[src/rtl/img_tx_sequencer.sv]
// img_tx_sequencer
//
// Streams the stored IMG_WIDTH x IMG_HEIGHT greyscale image out of the image
// BRAM read port into the UART transmitter, one byte per pixel, in address
// order 0..N-1. For every pixel it presents the address, waits READ_LATENCY
// cycles for the read data, launches the byte and then waits for the rising
// edge of the transmitter's completion flag before moving to the next pixel.
//
// Optional feature: define IMG_TX_CHECKSUM_EN to append one extra byte after
// the last pixel, holding the XOR of all pixels. Without the macro the CKSUM
// state and the checksum register are not built and exactly N bytes are sent.
//
// Ports:
//   clk_in         system clock (single domain)
//   rst_in_n       asynchronous active-low reset
//   start_in       transfer request, honoured only in IDLE with ready_in high
//   ready_in       image present in BRAM
//   abort_in       cancel the transfer in progress (highest priority)
//   bram_addr_out  BRAM port B read address
//   bram_data_in   BRAM port B read data
//   tx_data_out    byte presented to the transmitter
//   tx_start_out   one-cycle launch strobe to the transmitter
//   tx_done_in     transmitter completion flag; rising edge = byte finished
//   busy_out       high from accepted start until back in IDLE
//   done_out       one-cycle pulse once the whole image has been sent
//   pix_count_out  pixels completed in the current / last transfer

module img_tx_sequencer #(
  parameter int IMG_WIDTH    = 128,
  parameter int IMG_HEIGHT   = 128,
  parameter int ADDR_W       = 14,
  parameter int READ_LATENCY = 2
) (
  input  logic              clk_in,
  input  logic              rst_in_n,
  input  logic              start_in,
  input  logic              ready_in,
  input  logic              abort_in,
  output logic [ADDR_W-1:0] bram_addr_out,
  input  logic [7:0]        bram_data_in,
  output logic [7:0]        tx_data_out,
  output logic              tx_start_out,
  input  logic              tx_done_in,
  output logic              busy_out,
  output logic              done_out,
  output logic [ADDR_W:0]   pix_count_out
);

  localparam int                N_PIX     = IMG_WIDTH * IMG_HEIGHT;
  localparam logic [ADDR_W-1:0] LAST_ADDR = ADDR_W'(N_PIX - 1);
  localparam logic [2:0]        LAT_LAST  = 3'(READ_LATENCY - 1);

`ifdef IMG_TX_CHECKSUM_EN
  typedef enum logic [2:0] {IDLE, WAIT_RD, LAUNCH, WAIT_TX, CKSUM, FINISH} state_t;
`else
  typedef enum logic [2:0] {IDLE, WAIT_RD, LAUNCH, WAIT_TX, FINISH} state_t;
`endif

  state_t     state;
  logic [2:0] lat_cnt;
  logic       tx_done_p1;
  logic       tx_done_rise;

`ifdef IMG_TX_CHECKSUM_EN
  logic [7:0] cksum;
  logic       cksum_wait;  // checksum byte launched, waiting for its completion
`endif

  // completion edge against the previous-cycle sample of tx_done_in
  assign tx_done_rise = tx_done_in & ~tx_done_p1;

  always_ff @(posedge clk_in or negedge rst_in_n) begin
    if (!rst_in_n) begin
      state         <= IDLE;
      lat_cnt       <= '0;
      tx_done_p1    <= 1'b0;
      bram_addr_out <= '0;
      tx_data_out   <= '0;
      tx_start_out  <= 1'b0;
      busy_out      <= 1'b0;
      done_out      <= 1'b0;
      pix_count_out <= '0;
`ifdef IMG_TX_CHECKSUM_EN
      cksum         <= '0;
      cksum_wait    <= 1'b0;
`endif
    end else begin
      tx_done_p1   <= tx_done_in;
      tx_start_out <= 1'b0;
      done_out     <= 1'b0;
      if (abort_in && (state != IDLE)) begin
        // a byte already launched finishes on the line; we just stop here
        state         <= IDLE;
        busy_out      <= 1'b0;
        bram_addr_out <= '0;
      end else begin
        case (state)
          IDLE: begin
            bram_addr_out <= '0;
            // busy_out is still high in the IDLE cycle right after FINISH,
            // so a start landing on that cycle is ignored
            if (start_in && ready_in && !busy_out) begin
              state         <= WAIT_RD;
              busy_out      <= 1'b1;
              lat_cnt       <= '0;
              pix_count_out <= '0;
`ifdef IMG_TX_CHECKSUM_EN
              cksum         <= '0;
`endif
            end else begin
              busy_out <= 1'b0;
            end
          end
          WAIT_RD: begin
            if (lat_cnt == LAT_LAST) state <= LAUNCH;
            else lat_cnt <= lat_cnt + 3'd1;
          end
          LAUNCH: begin
            tx_data_out  <= bram_data_in;
            tx_start_out <= 1'b1;
`ifdef IMG_TX_CHECKSUM_EN
            cksum        <= cksum ^ bram_data_in;
`endif
            state        <= WAIT_TX;
          end
          WAIT_TX: begin
            if (tx_done_rise) begin
              pix_count_out <= pix_count_out + (ADDR_W + 1)'(1);
              if (bram_addr_out == LAST_ADDR) begin
`ifdef IMG_TX_CHECKSUM_EN
                state      <= CKSUM;
                cksum_wait <= 1'b0;
`else
                state      <= FINISH;
`endif
              end else begin
                bram_addr_out <= bram_addr_out + ADDR_W'(1);
                lat_cnt       <= '0;
                state         <= WAIT_RD;
              end
            end
          end
`ifdef IMG_TX_CHECKSUM_EN
          CKSUM: begin
            if (!cksum_wait) begin
              tx_data_out  <= cksum;
              tx_start_out <= 1'b1;
              cksum_wait   <= 1'b1;
            end else if (tx_done_rise) begin
              state <= FINISH;
            end
          end
`endif
          FINISH: begin
            done_out      <= 1'b1;
            bram_addr_out <= '0;
            state         <= IDLE;
          end
          default: state <= IDLE;
        endcase
      end
    end
  end

endmodule

[config.mk]
export PLATFORM = sky130hd
export DESIGN_NAME = img_tx_sequencer
export DESIGN_NICKNAME = d
export VERILOG_FILES = /design/src/rtl/img_tx_sequencer.sv
export SDC_FILE = /design/constraint.sdc
export NUM_CORES = 1
export LEC_CHECK = 0
export ABC_AREA = 1
export BUFFER_PORTS_ARGS = -buffer_cell sky130_fd_sc_hd__buf_2
export CAP_MARGIN = 30
export CORE_MARGIN = 3
export CORE_UTILIZATION = 55
export CTS_CLUSTER_DIAMETER = 200
export DETAILED_ROUTE_END_ITERATION = 8
export PLACE_DENSITY = 0.86
export SYNTH_ARGS = -nofsm -noshare
export SYNTH_HDL_FRONTEND = slang
export SYNTH_SLANG_ARGS = --single-unit
[constraint.sdc]
create_clock -name clk_in -period 2.1 [get_ports clk_in]
set_clock_uncertainty 0.05 [all_clocks]
set_input_delay 0.105 -clock clk_in [delete_from_list [all_inputs] [get_ports clk_in]]
set_output_delay 0.105 -clock clk_in [all_outputs]
set_load 0.005 [all_outputs]
==> results.toml <==
[final_layout]
diodes = 0
area_growth_pct = 19.5
nets = 438
drive_gt1_share_pct = 25.4
design_area_um2 = 3290
stdcell_count = 488
fillers = 400

[synth]
synth_ff_type = "dfrtp_1"
synth_seq_area_share_pct = 42.8
avgSynthCellArea_um2 = 7.79
synthTopCellsByArea = "dfrtp_1 (43%), nand2_1 (14%), nand3_1 (6.9%)"
yosysTopAreaCell = "dfrtp_1"
synth.most_common_cell = "nand2_1"
synth_warnings = 0
synth.distinct_cells = 32
ys_ff_latch = 47
syn_inst = 353
synth_top_area_share_pct = 42.8
synth_edf_count = 0
synth_fp_nets = 371
synth_area_um2 = 2750
synthArstFlopShare_pct = 100
synth_common_cells = "nand2_1 (103), dfrtp_1 (47), nand3_1 (38)"

[clock_network]
numCtsBuffers = 5
cts-root-buf = "clkbuf_8"
cts_num_sinks = 47
worstSkewPairLatency_ns = 0.31
cts_max_level = 2
cts_tree = "done"
cts_max_path_buffers = 2
clkTransAtPathRegs_ns = 0.10
ctsResizeCount = 0

[pwr]
p_leak_nw = 1.60
powerDensity_nw_per_um2 = 862
ir_worst_vdd_mv = 0.498

[setup_path]
crit_arrival_ns = 2.01
endpoint_kind = "register"
crit_required_ns = 2.21
r2r-end = "pix_count_out[11]$_DFFE_PN0P_"
ff2ff_setup_slack_ns = 0.21
worst_setup_path_start_kind = "register"
startpoint = "state[1]$_DFFE_PN0P_"
r2r-start = "state[1]$_DFFE_PN0P_"
worst-setup-path-type = "reg2reg"
crit_fanout = 20
rr_worst_depth = 8

[timing]
tightest_slew_ns = 0.539
rsz0062_at_grt = "false"
worst_slack_ns = 0.206
hold_viol = 0
slew_headroom_pct = 64.1
max_freq_ghz = 0.528
hold_ws_ns = 0.0898
tns_ns = 0
drv_slew = 0
finalSetupViolations = 0
timing.final.crit_period_ns = 1.89
final.period_utilization_pct = 90.2

[global_route]
overflow = 0
grt_pass1_wl_um = 10900
grt_antenna_before_repair = 0
grtUsageTotal_pct = 22.5
first_global_vias = 2445
grt_max_degree = 31

[floorplanning]
rows = 25
core_um2 = 4790
die_h_um = 76.7
fp.dieW_um = 76.7
num_io_pins = 54
dieArea_um2 = 5880
start_util_pct = 57.4

[route]
avgViaCountPerCell = 5.19
drtIter0Drc = 161
ant_nets = 0
drcViolationCount = 0
wirelength_um = 6150
dr.pass1.iters = 4
wl_per_cell_um = 12.6
vias = 2534

[min_path]
hold_depth = 3
min_path_type = "in2reg"
hp-start = "ready_in"
min_delay_worst_endpoint = "busy_out$_DFFE_PN0P_"

[run]
cap_violations = 0

[outcome]
status = "complete, no violations"

[place]
dpl.cell_count = 469
dp_hpwl_um = 4330
place_congestion = 0.932
numPortBuffers = 53
place_area_um2 = 3060
post-place-ws_ns = 0.231
registers in the layout, indices dropped and copies added (netlist names):
name           cells
pix_count_out     15
bram_addr_out     14
tx_data_out        8
lat_cnt            3
state              3
busy_out           1
done_out           1
tx_done_p1         1
tx_start_out       1
critical path, cell delays in order, from the launching register on:
cell and delay (ns):
dfrtp_1 0.43, inv_1 0.13, nand2_1 0.12, nor2_1 0.20, nand2_2 0.11, nand2_1 0.07
nor2_1 0.04, inv_1 0.40, o21ai_0 0.20
cell families (layout without fill, tap and decap cells):
group	after synthesis	count (layout)	share of synthesized area, %
simple gates	208	208	34.4
flops	47	47	42.8
compound gates	46	46	10.8
buf+inv	38	106	6.33
mux	8	8	3.28
fa+ha+maj	4	4	1.82
xor+xnor	2	2	0.637
cells in the final DEF (no fill, tap or decap), types with 3 or more instances in the layout:
cell and count:
nand2_1 103, buf_2 53, dfrtp_1 47, nand3_1 38
nor2_1 32, inv_1 28, o21ai_0 15, nand4_1 13
o21ai_2 13, dlygate4sd3_1 11, a21oi_1 8, mux2_2 8
or2_2 6, nand2_2 5, clkbuf_8 5, nor2_4 4
o21ai_1 4, ha_1 4, buf_4 3
through the flow:
stage	total power, mW	util, %
final	2.83	68.7
after floorplan	1.91	-
after global routing	3.04	68.7
after detailed placement	2.15	64.0
after CTS	2.85	68.7
after global placement	2.11	64.0
area by class of cell:
cell class | instances | area (um^2) | area share (%)
Clock buffer | 5 | 68.8 | 2.09
Clock inverter | 3 | 43.8 | 1.33
Inverter | 31 | 116 | 3.54
Multi-Input combinational cell | 268 | 1400 | 42.6
Sequential cell | 47 | 1180 | 35.8
Tap cell | 67 | 83.8 | 2.55
Timing Repair Buffer | 67 | 398 | 12.1
timing repair:
action                                  4_1_cts  5_1_grt
hold buffers                                 11        0
buffers inserted                              0        0
hold endpoints to repair                     27        0
endpoints found under the setup margin        0        0
worst max-delay path by stage:
stage               slack [ns]                       endpoint
floorplan                 0.43   bram_addr_out[6]$_DFFE_PN0P_
global placement          0.30   bram_addr_out[0]$_DFFE_PN0P_
detailed placement        0.23   bram_addr_out[4]$_DFFE_PN0P_
CTS                       0.20   bram_addr_out[4]$_DFFE_PN0P_
global route            0.0008   bram_addr_out[4]$_DFFE_PN0P_
finish                    0.21  pix_count_out[11]$_DFFE_PN0P_
where the power goes:
part | leakage (nW) | internal (mW) | switching [mW] | total, mW
logic | 0.910 | 0.374 | 0.597 | 0.972
clock network | 0.0581 | 0.355 | 0.324 | 0.679
registers | 0.630 | 1.06 | 0.125 | 1.18
total | 1.60 | 1.79 | 1.05 | 2.83
routing by layer:
metal / vias to the layer above / global-route usage, % / wire [um]
met4: 0 / 7.79 / 55
met3: 7 / 4.11 / 281
met2: 71 / 38.1 / 3110
met5: - / 0 / 0
li1: 1297 / - / -
met1: 1159 / 29.1 / 2700
(Power assumes the default switching activity.)
